$ cat src/rtl/sequential_divider_pkg.sv
// Shared constants for the iterative signed divider behind the ALU div select.
// DIV_LATENCY is the cycle count the control unit's DIV32 step relies on.
package sequential_divider_pkg;

  localparam int DIV_BITS    = 32;
  localparam int DIV_LATENCY = DIV_BITS;

  localparam logic [1:0] DIV_IDLE = 2'd0;
  localparam logic [1:0] DIV_RUN  = 2'd1;
  localparam logic [1:0] DIV_DONE = 2'd2;

endpackage

$ cat src/rtl/sequential_divider_div_step.sv
// One restoring division iteration on unsigned magnitudes.
// Shifts {pr, dq} left by one, then subtracts the divisor from the partial
// remainder when it fits and shifts the resulting quotient bit into dq.
module sequential_divider_div_step #(
  parameter int BITS = 32
) (
  input  logic [BITS-1:0] prIn,
  input  logic [BITS-1:0] dqIn,
  input  logic [BITS-1:0] divisor,
  output logic [BITS-1:0] prOut,
  output logic [BITS-1:0] dqOut
);

  logic [BITS:0]   shifted;
  logic [BITS-1:0] diff;
  logic            fits;

  // Trial subtraction is judged on the full BITS+1 shifted value; the low
  // BITS of the difference are exact whenever the divisor fits.
  always_comb begin
    shifted = {prIn, dqIn[BITS-1]};
    fits    = (shifted >= {1'b0, divisor});
    diff    = shifted[BITS-1:0] - divisor;
    if (fits) begin
      prOut = diff;
      dqOut = {dqIn[BITS-2:0], 1'b1};
    end else begin
      prOut = shifted[BITS-1:0];
      dqOut = {dqIn[BITS-2:0], 1'b0};
    end
  end

endmodule

$ cat src/rtl/sequential_divider.sv
// Iterative signed divider: one quotient bit per clock, fixed latency of BITS
// cycles from the start edge to the done cycle. quotient feeds LO, remainder
// feeds HI. Optional macro SEQUENTIAL_DIVIDER_DIV0_FLAG_EN adds a registered
// div_zero output valid in the done cycle.
module sequential_divider
  import sequential_divider_pkg::*;
#(
  parameter int BITS = DIV_BITS
) (
  input  logic            clk,
  input  logic            clr,
  input  logic            start,
  input  logic [BITS-1:0] a,
  input  logic [BITS-1:0] b,
  output logic [BITS-1:0] quotient,
  output logic [BITS-1:0] remainder,
  output logic            busy,
  output logic            done
`ifdef SEQUENTIAL_DIVIDER_DIV0_FLAG_EN
  ,
  output logic            div_zero
`endif
);

  localparam int              CW         = $clog2(BITS) + 1;
  localparam logic [CW-1:0]   LAST_COUNT = CW'(BITS - 1);
  localparam logic [CW-1:0]   COUNT_ONE  = CW'(1);

  logic [1:0]      state_q, state_d;
  logic [CW-1:0]   count_q, count_d;
  logic [BITS-1:0] partRem_q, partRem_d;
  logic [BITS-1:0] dqShift_q, dqShift_d;
  logic [BITS-1:0] divisorMag_q, divisorMag_d;
  logic [BITS-1:0] quotient_q, quotient_d;
  logic [BITS-1:0] remainder_q, remainder_d;
  logic            signQuot_q, signQuot_d;
  logic            signRem_q, signRem_d;
`ifdef SEQUENTIAL_DIVIDER_DIV0_FLAG_EN
  logic            divZero_q, divZero_d;
`endif

  logic [BITS-1:0] aMag, bMag;
  logic [BITS-1:0] stepPrIn, stepDqIn, stepDivisor;
  logic [BITS-1:0] stepPr, stepDq;
  logic [BITS-1:0] quotFixed, remFixed;
  logic            divByZero;

  // Operand magnitudes and the shared step input mux: a start edge feeds the
  // fresh operands, otherwise the step continues from the held registers.
  always_comb begin
    aMag        = a[BITS-1] ? ('0 - a) : a;
    bMag        = b[BITS-1] ? ('0 - b) : b;
    stepPrIn    = start ? '0   : partRem_q;
    stepDqIn    = start ? aMag : dqShift_q;
    stepDivisor = start ? bMag : divisorMag_q;
  end

  sequential_divider_div_step #(
    .BITS (BITS)
  ) u_step (
    .prIn    (stepPrIn),
    .dqIn    (stepDqIn),
    .divisor (stepDivisor),
    .prOut   (stepPr),
    .dqOut   (stepDq)
  );

  // Sign fix-up of the final iteration; a zero divisor leaves the raw
  // all-ones quotient untouched, while the remainder fix-up restores a.
  always_comb begin
    divByZero = (divisorMag_q == '0);
    quotFixed = (signQuot_q && !divByZero) ? ('0 - stepDq) : stepDq;
    remFixed  = signRem_q ? ('0 - stepPr) : stepPr;
  end

  // Next-state logic: start always (re)loads, RUN iterates until the last
  // count, where results are committed and the FSM enters DONE.
  always_comb begin
    state_d      = state_q;
    count_d      = count_q;
    partRem_d    = partRem_q;
    dqShift_d    = dqShift_q;
    divisorMag_d = divisorMag_q;
    quotient_d   = quotient_q;
    remainder_d  = remainder_q;
    signQuot_d   = signQuot_q;
    signRem_d    = signRem_q;
`ifdef SEQUENTIAL_DIVIDER_DIV0_FLAG_EN
    divZero_d    = divZero_q;
`endif
    if (start) begin
      state_d      = DIV_RUN;
      count_d      = COUNT_ONE;
      partRem_d    = stepPr;
      dqShift_d    = stepDq;
      divisorMag_d = bMag;
      signQuot_d   = a[BITS-1] ^ b[BITS-1];
      signRem_d    = a[BITS-1];
    end else begin
      case (state_q)
        DIV_RUN: begin
          partRem_d = stepPr;
          dqShift_d = stepDq;
          count_d   = count_q + COUNT_ONE;
          if (count_q == LAST_COUNT) begin
            state_d     = DIV_DONE;
            quotient_d  = quotFixed;
            remainder_d = remFixed;
`ifdef SEQUENTIAL_DIVIDER_DIV0_FLAG_EN
            divZero_d   = divByZero;
`endif
          end
        end
        DIV_DONE: state_d = DIV_IDLE;
        DIV_IDLE: state_d = DIV_IDLE;
        default:  state_d = DIV_IDLE;
      endcase
    end
  end

  // State and datapath registers with synchronous clear taking priority.
  always_ff @(posedge clk) begin
    if (clr) begin
      state_q      <= DIV_IDLE;
      count_q      <= '0;
      partRem_q    <= '0;
      dqShift_q    <= '0;
      divisorMag_q <= '0;
      quotient_q   <= '0;
      remainder_q  <= '0;
      signQuot_q   <= 1'b0;
      signRem_q    <= 1'b0;
`ifdef SEQUENTIAL_DIVIDER_DIV0_FLAG_EN
      divZero_q    <= 1'b0;
`endif
    end else begin
      state_q      <= state_d;
      count_q      <= count_d;
      partRem_q    <= partRem_d;
      dqShift_q    <= dqShift_d;
      divisorMag_q <= divisorMag_d;
      quotient_q   <= quotient_d;
      remainder_q  <= remainder_d;
      signQuot_q   <= signQuot_d;
      signRem_q    <= signRem_d;
`ifdef SEQUENTIAL_DIVIDER_DIV0_FLAG_EN
      divZero_q    <= divZero_d;
`endif
    end
  end

  assign quotient  = quotient_q;
  assign remainder = remainder_q;
  assign busy      = (state_q == DIV_RUN);
  assign done      = (state_q == DIV_DONE);
`ifdef SEQUENTIAL_DIVIDER_DIV0_FLAG_EN
  assign div_zero  = divZero_q;
`endif

endmodule

$ cat config.mk
export PLATFORM = sky130hd
export DESIGN_NAME = sequential_divider
export DESIGN_NICKNAME = d
export VERILOG_FILES = /design/src/rtl/sequential_divider_pkg.sv /design/src/rtl/sequential_divider_div_step.sv /design/src/rtl/sequential_divider.sv
export SDC_FILE = /design/constraint.sdc
export NUM_CORES = 1
export LEC_CHECK = 0
export CAP_MARGIN = 10
export CORE_ASPECT_RATIO = 0.6
export CORE_MARGIN = 2
export CORE_UTILIZATION = 35
export CTS_BUF_LIST = sky130_fd_sc_hd__clkbuf_4 sky130_fd_sc_hd__clkbuf_8
export CTS_CLUSTER_DIAMETER = 100
export DETAILED_ROUTE_END_ITERATION = 16
export PLACE_DENSITY = 0.61
export SLEW_MARGIN = 20
export SYNTH_ARGS = -nofsm -noshare
export SYNTH_HDL_FRONTEND = slang
export SYNTH_SLANG_ARGS = --single-unit
$ cat constraint.sdc
create_clock -name clk -period 24.8 [get_ports clk]
set_input_delay 4.96 -clock clk [delete_from_list [all_inputs] [get_ports clk]]
set_output_delay 4.96 -clock clk [all_outputs]
set_load 0.03 [all_outputs]
Yosys cells after proc, flatten, opt, wreduce, memory -nomap -nowiden --
Index checks and enable logic that the tools add are counted.
Cells by class: bitwise logic cells 3, equal/unequal tests 4, multiplexer cells 18, add/subtract/negate cells 6, magnitude comparators 1, reduce and logical (&&, ||, !) cells 7
Operator list (count):
- two-way mux 32 bit | 12
- subtractor 1 x 32 -> 32 bit, first input constant | 4
- >= comparator 33 x 32 -> 1 bit | 1
- logical NOT 32 bit | 1
- subtractor 32 bit | 1
- adder 6 x 1 -> 6 bit, second input constant | 1
- == test 6 x 5 -> 1 bit, second input constant | 1
- two-way mux 1 bit | 6
- inequality test 3 x 2 -> 1 bit, second input constant | 1
- AND reduction 3 bit | 1
- OR reduction 3 bit | 1
- == test 2 x 1 -> 1 bit, second input constant | 1
- == test 2 bit, second input constant | 1
- NOT 1 bit | 2
- nonzero test 2 bit | 1
- OR reduction 2 bit | 1
- logical AND 1 bit | 1
- logical NOT 1 bit | 1
- XOR 1 bit | 1
Storage, ports and cells: output and inout bits 66, input port bits 67, bits in registers 170, word-level logic and storage cells 50

Longest topological paths before layout --
Gate-level depths: netlist of the first run.
depth after elaboration 7, gate-level depth with buffers 33, gate-level depth less buffers 31

Cells and area by module --
From an unflattened synthesis of the first run, not the netlist that was laid out.
Second synthesis, totals: cells, all modules 1542, area total of the unflattened synthesis 11658.7 um^2
Modules (own cells, without submodules):
- sequential_divider | area an instance 9087.5 um^2, instances 1, cells an instance 1187, seq. area each 3403.3 um^2
- sequential_divider_div_step | area an instance 2571.2 um^2, instances 1, cells an instance 355, seq. area each 0.0 um^2

Least setup slack after synthesis of the first run --
OpenSTA, ideal clock, no wires.
path type input to register, start input port start, end register remainder_q[26], in the netlist remainder[26], setup time 0.070 ns, required time 24.730 ns, arrival time 11.781 ns, path buffers 11, stages 30, path slack 12.948 ns, cell sequence clkbuf_1 clkbuf_1 buf_6 clkbuf_1 clkbuf_1 clkbuf_1 clkbuf_1 clkbuf_1 o21ai_0 ha_1 clkbuf_1 and4_1 o211ai_1 a2111o_1 a31o_2 nand2_1 inv_2 clkbuf_1 clkbuf_1 mux2i_1 ha_1 nor3b_1 nand2b_1 or4_4 o31ai_4 o2111ai_2 o31ai_2 xor2_1 nand3_1 a21oi_1
On the way: word-level cells in the longest chain between the ends 5, elaborated cells between the ends (all ways) 10, those cells by class 2 x add/sub; 1 x order compare; 5 x mux; 1 x bitwise; 1 x reduce/logical
RTL lines:
- from (decl) | RTL line sequential_divider.sv:12 | input logic start,
- two-way mux 32 bit (on tied branches)
- subtractor 32 bit / >= comparator 33 x 32 -> 1 bit (equally long branches) | RTL line sequential_divider_div_step.sv:23, sequential_divider_div_step.sv:22
- two-way mux 32 bit | RTL line sequential_divider_div_step.sv:24 | if (fits) begin
- subtractor 1 x 32 -> 32 bit | RTL line sequential_divider.sv:73 | remFixed = signRem_q ? ('0 - stepPr) : stepPr;
- two-way mux 32 bit | RTL line sequential_divider.sv:73
- to (signal assigned) | RTL line sequential_divider.sv:143 | remainder_q <= remainder_d;
- to (decl) | RTL line sequential_divider.sv:35 | logic [BITS-1:0] remainder_q, remainder_d;
Parallel ways exist; a longest one is shown, timed or not. A chain may end at the register's enable or synchronous reset.

Worst setup path in the final report of the first run --
start input port a[2], end register remainder_q[26], in the netlist remainder[26]
On the way: word-level cells in the longest chain between the ends 7, elaborated cells between the ends (all ways) 8, those cells by class 3 x add/sub; 1 x order compare; 4 x mux
RTL lines:
- from (decl) | RTL line sequential_divider.sv:13 | input logic [BITS-1:0] a,
- subtractor 1 x 32 -> 32 bit (*) | RTL line sequential_divider.sv:51 | aMag = a[BITS-1] ? ('0 - a) : a;
- two-way mux 32 bit (*) | RTL line sequential_divider.sv:51
- two-way mux 32 bit (*) | RTL line sequential_divider.sv:54 | stepDqIn = start ? aMag : dqShift_q;
- subtractor 32 bit / >= comparator 33 x 32 -> 1 bit (equally long branches) | RTL line sequential_divider_div_step.sv:23, sequential_divider_div_step.sv:22
- two-way mux 32 bit (*) | RTL line sequential_divider_div_step.sv:24
- subtractor 1 x 32 -> 32 bit | RTL line sequential_divider.sv:73
- two-way mux 32 bit (*) | RTL line sequential_divider.sv:73
Mark *: on every way between the ends. The rest lies on a longest branch, timed or not.

==> results.py, run 1 <==
metrics = {
    "floorplanning": {
        "die_h_um": 146.9,
        "die-width_um": 242.2,
        "start_util": 0.3543,
        "io_pins": 133,
        "rows": 52,
        "die-area_mm2": 0.03559,
        "coreArea_mm2": 0.03364,
    },
    "pwr": {
        "powerDensity_mw_per_mm2": 61.97,
        "p_leak_uw": 0.005058,
        "finalPower_uw": 861.6,
        "peakVddDrop_mv": 0.03155,
    },
    "logic_synthesis": {
        "synth_xor_area_frac": 0.09701,
        "synthMuxAreaShare": 0.02037,
        "synth-seq-cells": 170,
        "syn_nets": 1692,
        "yosysWarnings": 0,
        "synthArstFlopShare": 0,
        "synth-simple-area-share": 0.2602,
        "synth_cell_types": 98,
        "syn_inst": 1588,
        "synth_top_family_by_area": "simple AND/OR/NAND/NOR gates",
        "synthAdderAreaFrac": 0.04031,
        "synth-compound-area-share": 0.2504,
        "synthFlopType": "dfxtp_1",
        "synth_area_mm2": 0.01192,
        "postSynthAreaPerCell_um2": 7.505,
        "yosysSeqAreaShare": 0.2856,
        "synth-edff-count": 0,
    },
    "hold_path": {
        "hp-class": "reg2reg",
    },
    "sta": {
        "fin_tns_setup_ns": 0,
        "tightest_slew_ns": 1.100,
        "period_share": 0.5208,
        "fmax_mhz": 77.42,
        "slew_headroom": 0.2599,
        "fin_crit_ns": 12.92,
        "skew_ns": 0.02036,
        "hold_viol_final": 0,
        "slew_viol_final": 0,
        "setup-violations-final": 0,
        "grt_setup_unrepaired": "no",
    },
    "clocking": {
        "cts_setup_buffers": 0,
        "cts_resized": 0,
        "root_buffer": "clkbuf_8",
        "hold_buffers": 0,
        "numCtsBuffers": 17,
        "clockBufferDepth": 2,
        "insertion_delay_ns": 0.51,
        "path_clk_slew_ns": 0.10,
        "cts_tree": "done",
        "clock-sinks": 170,
        "h-tree-depth": 4,
    },
    "run": {
        "drv_cap": 0,
    },
    "route": {
        "routed_wl_mm": 38.58,
        "dr.pass1.iters": 5,
        "route.detailed.drc": 0,
        "via_count": 11870,
        "vias_per_cell": 5.578,
        "drtIter0Drc": 1025,
        "wl_per_cell_um": 18.13,
        "ant_nets": 0,
    },
    "grt": {
        "grt-ovfl-total": 0,
        "grt_pass1_wl_mm": 61.51,
        "grt_pass1_vias": 10950,
        "grt_max_degree": 78,
        "antenna_found_initial": 0,
        "grt_usage": 0.2169,
    },
    "critical_path": {
        "crit_path_frequent_cell": "a21oi_1",
        "cp_data_arrival_time_ns": 13.36,
        "critical_path_class": "in2reg",
        "critPathRequiredTime_ns": 25.24,
        "critPathBufInv": 4,
        "max_stage_delay_ns": 0.73,
        "path_delay_family": "simple AND/OR/NAND/NOR gates",
        "cp_slowest_cell": "or4_1",
        "cp_max_fo": 47,
        "critPathLaunchType": "input port",
        "end_kind": "flip-flop",
    },
    "layout": {
        "antennaDiodeCount": 0,
        "final_core_util": 0.4133,
        "drive_gt1_frac": 0.06291,
        "fillers": 3456,
        "syn2layout_area_growth_pct": 16.66,
        "regArea_mm2": 0.003403,
        "multi_input_area_mm2": 0.007976,
        "fin_nets": 1760,
    },
    "placement": {
        "dp_hpwl_mm": 29.03,
        "port_buffers": 132,
        "place.gp.congestion": 0.9202,
    },
    "status": {
        "outcome": "complete, no violations",
    },
}
cell families after synthesis:
logic type / count (synthesis)
AO/OA/AOI/OAI: 463
XOR/XNOR: 132
adder cells (fa/ha/maj): 38
buffers and inverters: 125
flip-flops: 170
multiplexers: 24
AND/OR/NAND/NOR: 636
worst paths after layout:
kind,startpoint,endpoint,slack (ns),cells after the start
max reg2reg,partRem_q[2]$_SDFFE_PP0P_,remainder[26]$_SDFFE_PP0P_,18.57,22
min,partRem_q[7]$_SDFFE_PP0P_,partRem_q[7]$_SDFFE_PP0P_,0.45,2
max,a[2],remainder[26]$_SDFFE_PP0P_,11.88,28
min reg2reg,partRem_q[7]$_SDFFE_PP0P_,partRem_q[7]$_SDFFE_PP0P_,0.45,2
sequential cells by signal, indices dropped and copies added (netlist names):
name          flops
dqShift_q        32
signQuot_q        1
signRem_q         1
count_q           6
quotient         32
state_q           2
partRem_q        32
remainder        32
divisorMag_q     32
layout by cell type (no fill, tap or decap), types with 21 or more instances in the layout:
| cell type | Yosys | routed |
|---|---|---|
| nand2_1 | 167 | 167 |
| inv_1 | 28 | 27 |
| a31oi_1 | 24 | 24 |
| o31ai_1 | 24 | 24 |
| dfxtp_1 | 170 | 170 |
| xnor2_1 | 58 | 58 |
| xor2_1 | 74 | 74 |
| a21oi_1 | 163 | 163 |
| mux2i_1 | 22 | 22 |
| nor2b_1 | 37 | 37 |
| a211oi_1 | 58 | 58 |
| nor2_1 | 236 | 235 |
| o21ai_0 | 85 | 85 |
| ha_1 | 36 | 36 |
| clkdlybuf4s50_1 | 0 | 129 |
| or3_1 | 21 | 21 |
| nor3_1 | 43 | 43 |
worst reg2reg max path, cell delays in order (launching register included):
cell and delay, ns:
dfxtp_1 0.35, nor2b_1 0.33, ha_1 0.34, o21ai_1 0.15, a21oi_1 0.35, o211ai_1 0.27, a2111o_1 0.58, a31o_2 0.29
nand2_1 0.07, buf_4 0.44, inv_2 0.05, buf_4 0.28, mux2i_1 0.35, ha_1 0.23, nor3b_1 0.29, nand2b_1 0.17
or4_4 0.52, o31ai_4 0.12, o2111ai_2 0.25, o31ai_2 0.30, xor2_1 0.19, nand3_1 0.09, a21oi_1 0.16
metrics by stage:
step / worst slack (ns) / instance area, µm² / std cells / hold WS (ns)
after global placement: 11.79 / 13470 / 2096 / 0.4358
final: 11.88 / 13900 / 2128 / 0.4516
after CTS: 12.08 / 13910 / 2128 / 0.4530
after detailed placement: 11.56 / 13470 / 2096 / 0.4399
after floorplan: 12.95 / 11920 / 1588 / 0.4273
after global routing: 11.33 / 13900 / 2128 / 0.4665
Yosys cell counts, types with 15 or more instances:
master | n | area [µm²]
a211oi_1 | 58 | 435.4
a21o_1 | 16 | 120.1
a21oi_1 | 163 | 815.8
a31oi_1 | 24 | 150.1
clkbuf_1 | 66 | 247.7
dfxtp_1 | 170 | 3403
ha_1 | 36 | 450.4
inv_1 | 28 | 105.1
mux2i_1 | 22 | 220.2
nand2_1 | 167 | 626.9
nand3_1 | 17 | 85.08
nand4_1 | 15 | 93.84
nor2_1 | 236 | 885.9
nor2b_1 | 37 | 231.5
nor3_1 | 43 | 215.2
nor4_1 | 16 | 100.1
o211ai_1 | 16 | 120.1
o21ai_0 | 85 | 425.4
o31ai_1 | 24 | 180.2
or3_1 | 21 | 131.4
xnor2_1 | 58 | 508.0
xor2_1 | 74 | 648.1
routing by layer:
metal  global-route usage  share of wire  vias up
met2               0.3060           0.41      381
met4              0.04938          0.012        0
met1               0.3366           0.52     5613
met3              0.03836          0.062       35
li1                     -              -     5840
met5                    0              0        -
cell type report:
type / count / area share
tap: 459 / 0.04131
clock inverter: 11 / 0.01143
inverter: 30 / 0.008099
timing repair buffer: 144 / 0.1008
sequential: 170 / 0.2448
multi-input combinational: 1293 / 0.5737
clock buffer: 21 / 0.01989
power breakdown:
part           total, µW  internal [µW]  switching (µW)
registers            300            289            10.9
clock network        225            109             116
logic                337            124             212
total                862            522             339
Note: power is estimated with default switching activity, not from simulation.
==> run 2: changes to the inputs <==
==> constraint.sdc (replaced) <==
create_clock -name clk -period 13 [get_ports clk]
set_input_delay 2.6 -clock clk [delete_from_list [all_inputs] [get_ports clk]]
set_output_delay 2.6 -clock clk [all_outputs]
set_load 0.03 [all_outputs]
==> run 2 against run 1 <==
Effect of this change:
- register-to-register slack lost 11 ns
- clock-buffer cell count shrank 3
- cell area is essentially flat
- core utilization is essentially flat
- critical path depth shrank 2
==> results.py, run 2 (same netlist as run 1, synthesis figures left out) <==
metrics = {
    "run": {
        "drv_cap": 0,
    },
    "pwr": {
        "powerDensity_mw_per_mm2": 117.2,
        "p_leak_uw": 0.005059,
        "peakVddDrop_mv": 0.05705,
    },
    "layout": {
        "fillers": 3474,
        "antennaDiodeCount": 0,
        "fin_nets": 1763,
        "final_core_util": 0.4136,
        "syn2layout_area_growth_pct": 16.72,
        "drive_gt1_frac": 0.06400,
        "final_common_cell": "nor2_1",
        "final_cell_mix": "235 x nor2_1, 170 x dfxtp_1, 167 x nand2_1",
        "regArea_mm2": 0.003403,
        "multi_input_area_mm2": 0.007976,
    },
    "clocking": {
        "path_clk_slew_ns": 0.10,
        "cts_tree": "done",
        "clock-sinks": 170,
        "root_buffer": "clkbuf_8",
        "cts_setup_buffers": 0,
        "h-tree-depth": 4,
        "cts_resized": 0,
        "numCtsBuffers": 17,
        "hold_buffers": 0,
        "insertion_delay_ns": 0.52,
        "clockBufferDepth": 2,
    },
    "floorplanning": {
        "rows": 52,
        "coreArea_mm2": 0.03364,
        "die-area_mm2": 0.03559,
        "io_pins": 133,
        "start_util": 0.3543,
        "die-width_um": 242.2,
        "die_h_um": 146.9,
    },
    "sta": {
        "timing.hold.ws_ns": 0.4559,
        "fin_tns_setup_ns": 0,
        "fin_crit_ns": 9.916,
        "grt_setup_unrepaired": "no",
        "setup-violations-final": 0,
        "fmax_mhz": 100.8,
        "slew_headroom": 0.1964,
        "period_share": 0.7628,
        "hold_viol_final": 0,
        "slew_viol_final": 0,
        "skew_ns": 0.01856,
        "tightest_slew_ns": 1.194,
    },
    "grt": {
        "grt_max_degree": 90,
        "antenna_found_initial": 0,
        "grt_usage": 0.2162,
        "grt_pass1_vias": 10750,
        "grt-ovfl-total": 0,
        "grt_pass1_wl_mm": 61.17,
    },
    "critical_path": {
        "critPathLaunchType": "input port",
        "critPathRequiredTime_ns": 13.44,
        "end_kind": "flip-flop",
        "worstRegToRegCells": 20,
        "cp_max_fo": 14,
        "cp_data_arrival_time_ns": 10.36,
        "critical_path_class": "in2reg",
    },
    "placement": {
        "port_buffers": 132,
        "dp_hpwl_mm": 29.14,
        "place.gp.congestion": 0.9393,
    },
    "route": {
        "drtIter0Drc": 1182,
        "dr.pass1.iters": 6,
        "wl_per_cell_um": 18.07,
        "vias_per_cell": 5.481,
        "via_count": 11680,
        "routed_wl_mm": 38.50,
        "route.detailed.drc": 0,
        "ant_nets": 0,
    },
    "hold_path": {
        "hp-class": "reg2reg",
        "hold_path_depth": 2,
    },
    "status": {
        "outcome": "complete, no violations",
    },
}
==> run 2: cell count changes in the layout (fill, tap and decap cells not counted), sizes merged <==
cell | previous run | this run
clkbuf | 21 | 18
buf | 15 | 17
clkinv | 4 | 6
clkinvlp | 1 | 3
clkdlybuf4s50 | 129 | 130
inv | 33 | 32
==> run 2: power by group <==
part	total, µW	internal [µW]	switching [µW]
clock network	413	195	218
logic	646	238	407
registers	572	551	20.7
==> run 2: critical path, stage by stage <==
cell,delay (ns)
clkdlybuf4s50_1,0.46
or4_1,0.79
nor4b_4,0.55
nand3_1,0.20
or4b_1,0.67
nor2_1,0.15
a21oi_1,0.08
ha_1,0.25
nand2b_1,0.19
a21oi_1,0.38
o211ai_1,0.29
a2111o_1,0.59
a31o_2,0.28
nand2_1,0.10
inv_2,0.13
mux2i_1,0.27
ha_1,0.24
nor3b_1,0.28
nand2b_1,0.17
or4_4,0.51
o31ai_4,0.11
o2111ai_2,0.27
o31ai_2,0.32
xor2_1,0.18
nand3_1,0.09
a21oi_1,0.16
==> run 2: worst paths after layout <==
| check | slack (ns) | from | to |
|---|---|---|---|
| min | 0.46 | remainder[27]$_SDFFE_PP0P_ | remainder[27]$_SDFFE_PP0P_ |
| max | 3.08 | a[4] | remainder[26]$_SDFFE_PP0P_ |
| max reg2reg | 7.40 | partRem_q[19]$_SDFFE_PP0P_ | remainder[26]$_SDFFE_PP0P_ |
| min reg2reg | 0.46 | remainder[27]$_SDFFE_PP0P_ | remainder[27]$_SDFFE_PP0P_ |
==> run 2: area by class of cell <==
cell class,count,area share
multi-input combinational,1293,0.5734
tap,459,0.04128
clock inverter,14,0.01205
clock buffer,18,0.01781
inverter,30,0.008095
sequential,170,0.2446
timing repair buffer,147,0.1027
==> run 2: per-layer routing <==
metal / vias to the layer above / global-route usage / share of wire
li1: 5835 / - / -
met1: 5445 / 0.3382 / 0.52
met2: 365 / 0.2967 / 0.39
met3: 34 / 0.04238 / 0.067
met4: 0 / 0.05247 / 0.017
met5: - / 0 / 0
==> run 2: stage by stage <==
step	power, µW	instance area (µm²)	worst slack (ns)	std cells
after global placement	1211	13500	2.971	2099
after CTS	1629	13910	3.251	2131
after global routing	1729	13910	2.401	2131
after floorplan	1047	11920	3.508	1588
final	1631	13910	3.084	2131
after detailed placement	1215	13500	2.738	2099
==> patch 1 (config.mk and constraints of run 1) <==
The option `SEQUENTIAL_DIVIDER_DIV0_FLAG_EN` is turned on by a define.
--- a/src/rtl/sequential_divider.sv
+++ b/src/rtl/sequential_divider.sv
@@ -4,2 +4,4 @@
 // div_zero output valid in the done cycle.
+`define SEQUENTIAL_DIVIDER_DIV0_FLAG_EN
+
 module sequential_divider
Check against the original RTL (old outputs only; new: div_zero): equivalent (Yosys induction, for registers that start in step).
==> patch 1 against run 1 <==
  * Final area is 0.40% lower
  * Sequential cell count is 1 higher
  * Global-route usage is 0.25 points higher
  * Maximum frequency is 4.2% higher
  * Synthesized area is 0.93% lower
  * Setup slack better by 0.52 ns
  * Non-clock buffer count is 7 higher
  * Wire length is 0.58% higher
  * Power is 4.6% lower
  * Core utilization is 0.073 points higher
  * Sequential power hardly changed
  * Critical path type unchanged
  * Critical endpoint is now remainder[30]
  * Largest cell class unchanged
==> patch 1: results (changes against run 1) <==
Final Wtd Congestion=0.925 (+0.51%); met3 wire length=2560 um (+7.4%); Setup crit start=b[9]; met1 usage=0.342 (+0.00575); FF-to-FF End=remainder[30]; crit path DAT=12.82 ns (-0.54 ns); Clk. pwr=198 uW (-12%); met3 Resource Use GR=0.0382 (-0.000171); Pleak=0.00508 uW (+0.36%); Post-Route Skew=0.0101 ns (-0.0103 ns); XOR/XNOR Fraction of Synth Area=0.103 (+0.00611); share of cells above drive strength 1=0.0505 (-0.0124); Max FO, Critical Path=6 (-87%); Switching Fraction=0.397 (+0.00301); HP Start=partRem_q[19]; outcome=completed; shortest period the worst path allows=12.40 ns (-0.517 ns); GRT Overall Usage=0.219 (+0.00252); Routed WL=38,800 um (+0.58%); peak supply drop=0.0310 mV (-1.9%); syn_nets=1,684 (-0.47%); Seq/Total Area, Yosys=0.290 (+0.00439); synth unique cells=80 (-18%); input/output buffers=133 (+0.76%); Adder-Cell Fraction of Synth Area=0.0407 (+0.000380); Metal-1 WL=20,000 um (-0.11%); DR WL met2=15,500 um (-1.2%); clock insertion delay at the later pin of the skew report=0.49 ns (-0.02 ns); FF-to-FF Start=partRem_q[3]; DRT iter0 DRCs=1,053 (+2.7%); vias in the first global route=10,800 (-0.93%); dpl cell area=13,500 um2 (about the same)
==> patch 1: changes by cell type after synthesis, moves of 6 or more <==
cell,run 1,this run
a21oi_1,163,148
mux2i_1,22,28
nand2_1,167,146
clkbuf_1,66,81
and2_1,4,10
nor2_1,236,228
nor3_1,43,34
xnor2_1,58,69
==> patch 1: kinds of logic after synthesis <==
kind of cell    count (synthesis)
simple gates                  611
compound gates                460
xor+xnor                      139
mux                            34
flops                         171
fa+ha+maj                      38
buf+inv                       127
==> patch 1: through the flow <==
step,power [uW],util
finish,822,0.414
global route,871,0.414
CTS,824,0.414
detailed placement,624,0.403
global placement,622,0.403
floorplan,536,-
==> patch 1: area by class of cell <==
cell class                 instances  area, um2
fill                            3487      19600
multi-input combinational       1282       7910
sequential                       171       3420
timing repair buffer             151       1460
tap                              459        574
clock buffer                      19        255
clock inverter                    13        116
inverter                          27        101
antenna                            1       2.50
==> patch 2 (config.mk and constraints of run 1) <==
Made on the original files. Put a register stage on the outputs `busy` and `done`. The values now appear one clock later. The other outputs are not delayed to match. Comments in the files are not updated.
--- a/src/rtl/sequential_divider.sv
+++ b/src/rtl/sequential_divider.sv
@@ -153,4 +153,6 @@
   assign remainder = remainder_q;
-  assign busy      = (state_q == DIV_RUN);
-  assign done      = (state_q == DIV_DONE);
+  always_ff @(posedge clk) begin
+    busy <= (state_q == DIV_RUN);
+    done <= (state_q == DIV_DONE);
+  end
 `ifdef SEQUENTIAL_DIVIDER_DIV0_FLAG_EN
Check against the original RTL: not equivalent (Yosys sat finds a counterexample within 4 cycles, from zero or initial values).
==> patch 2 against run 1 <==
  * Sequential share of layout area increased by 0.30 points
  * Via count increased by 1.3%
  * Die area decreased by 0.37%
  * Synthesized cell count decreased by 1.6%
  * Critical endpoint is now remainder[30]
  * Critical path type unchanged
  * Setup slack got worse by 0.20 ns
  * Highest routed layer unchanged
  * Wire length increased by 2.0%
  * Synthesized area decreased by 0.38%
  * Final area about the same
  * Sequential cell count increased by 2
Power is not compared: it rests on default switching activity, and its combinational part moved more than twofold at a synthesized area within 25%.
==> patch 2: results (changes against run 1) <==
DP HPWL=29,500 um (+1.5%); Compound-Gate Fraction of Synth Area=0.255 (+0.00474); Filler Cells Inserted=3,491 (+1.0%); nets@finish=1,736 (-1.4%); dpl cell area=13,500 um2 (+0.30%); Post-Route Skew=0.0191 ns (-0.00124 ns); synth unique cells=88 (-10%); routed vias=12,000 (+1.3%); Cell Count, Final, Fillers Out=2,105 (-1.1%); initial antenna violation count=1 (+1); critical path's largest stage delay=0.78 ns (+0.05 ns); Initial DRT Pass Iterations=7 (+2); Mapped Avg Cell Area=7.60 um2 (+1.2%); mux cell area share after synthesis=0.0368 (+0.0164); mean routed wirelength per cell=18.7 um (+3.1%); outcome=completed; GRT Overall Usage=0.217 (about the same); vias in the first global route=10,800 (-1.5%); largest net degree at the start of global routing=76 (-2.6%); share of cells above drive strength 1=0.0535 (-0.00942); first-pass GRT wire length=61,100 um (-0.62%); CP max-delay cell=nor4_1; commonest cells in the synthesized netlist=176 x nor2_1, 172 x dfxtp_1, 167 x nand2_1; Worst Tran Pin Value=1.06 ns (-0.0372 ns); DRT iter0 DRCs=1,101 (+7.4%); worst slack at placement=11.32 ns (-0.238 ns); XOR/XNOR Fraction of Synth Area=0.0952 (-0.00185)
## patch 2: cell type report
cell class / count / area (um2) / share of cell area
diodes: 1 / 2.50 / 0.000180
clock buffers: 21 / 270 / 0.0194
clock inverters: 11 / 110 / 0.00792
inverters: 27 / 101 / 0.00729
multi-input cells: 1269 / 7980 / 0.574
flip-flops and latches: 172 / 3440 / 0.248
well taps: 459 / 574 / 0.0413
repair buffers: 145 / 1410 / 0.102
## patch 2: final timing paths
path / start / endpoint / slack (ns) / cells past startpoint
worst min-delay path: state_q[0] / done / 0.41 / 1
worst min register to register: state_q[0] / done / 0.41 / 1
worst max register to register: partRem_q[1] / remainder[30] / 18.07 / 19
worst max-delay path: a[6] / remainder[30] / 11.69 / 25
## patch 2: layer usage
layer / GRT usage / wire (um) / up-vias / part of all wire
li1: - / - / 5817 / -
met1: 0.335 / 20300 / 5754 / 0.52
met2: 0.306 / 15800 / 421 / 0.40
met3: 0.0399 / 2680 / 37 / 0.068
met4: 0.0500 / 587 / 0 / 0.015
met5: 0 / 0 / - / 0
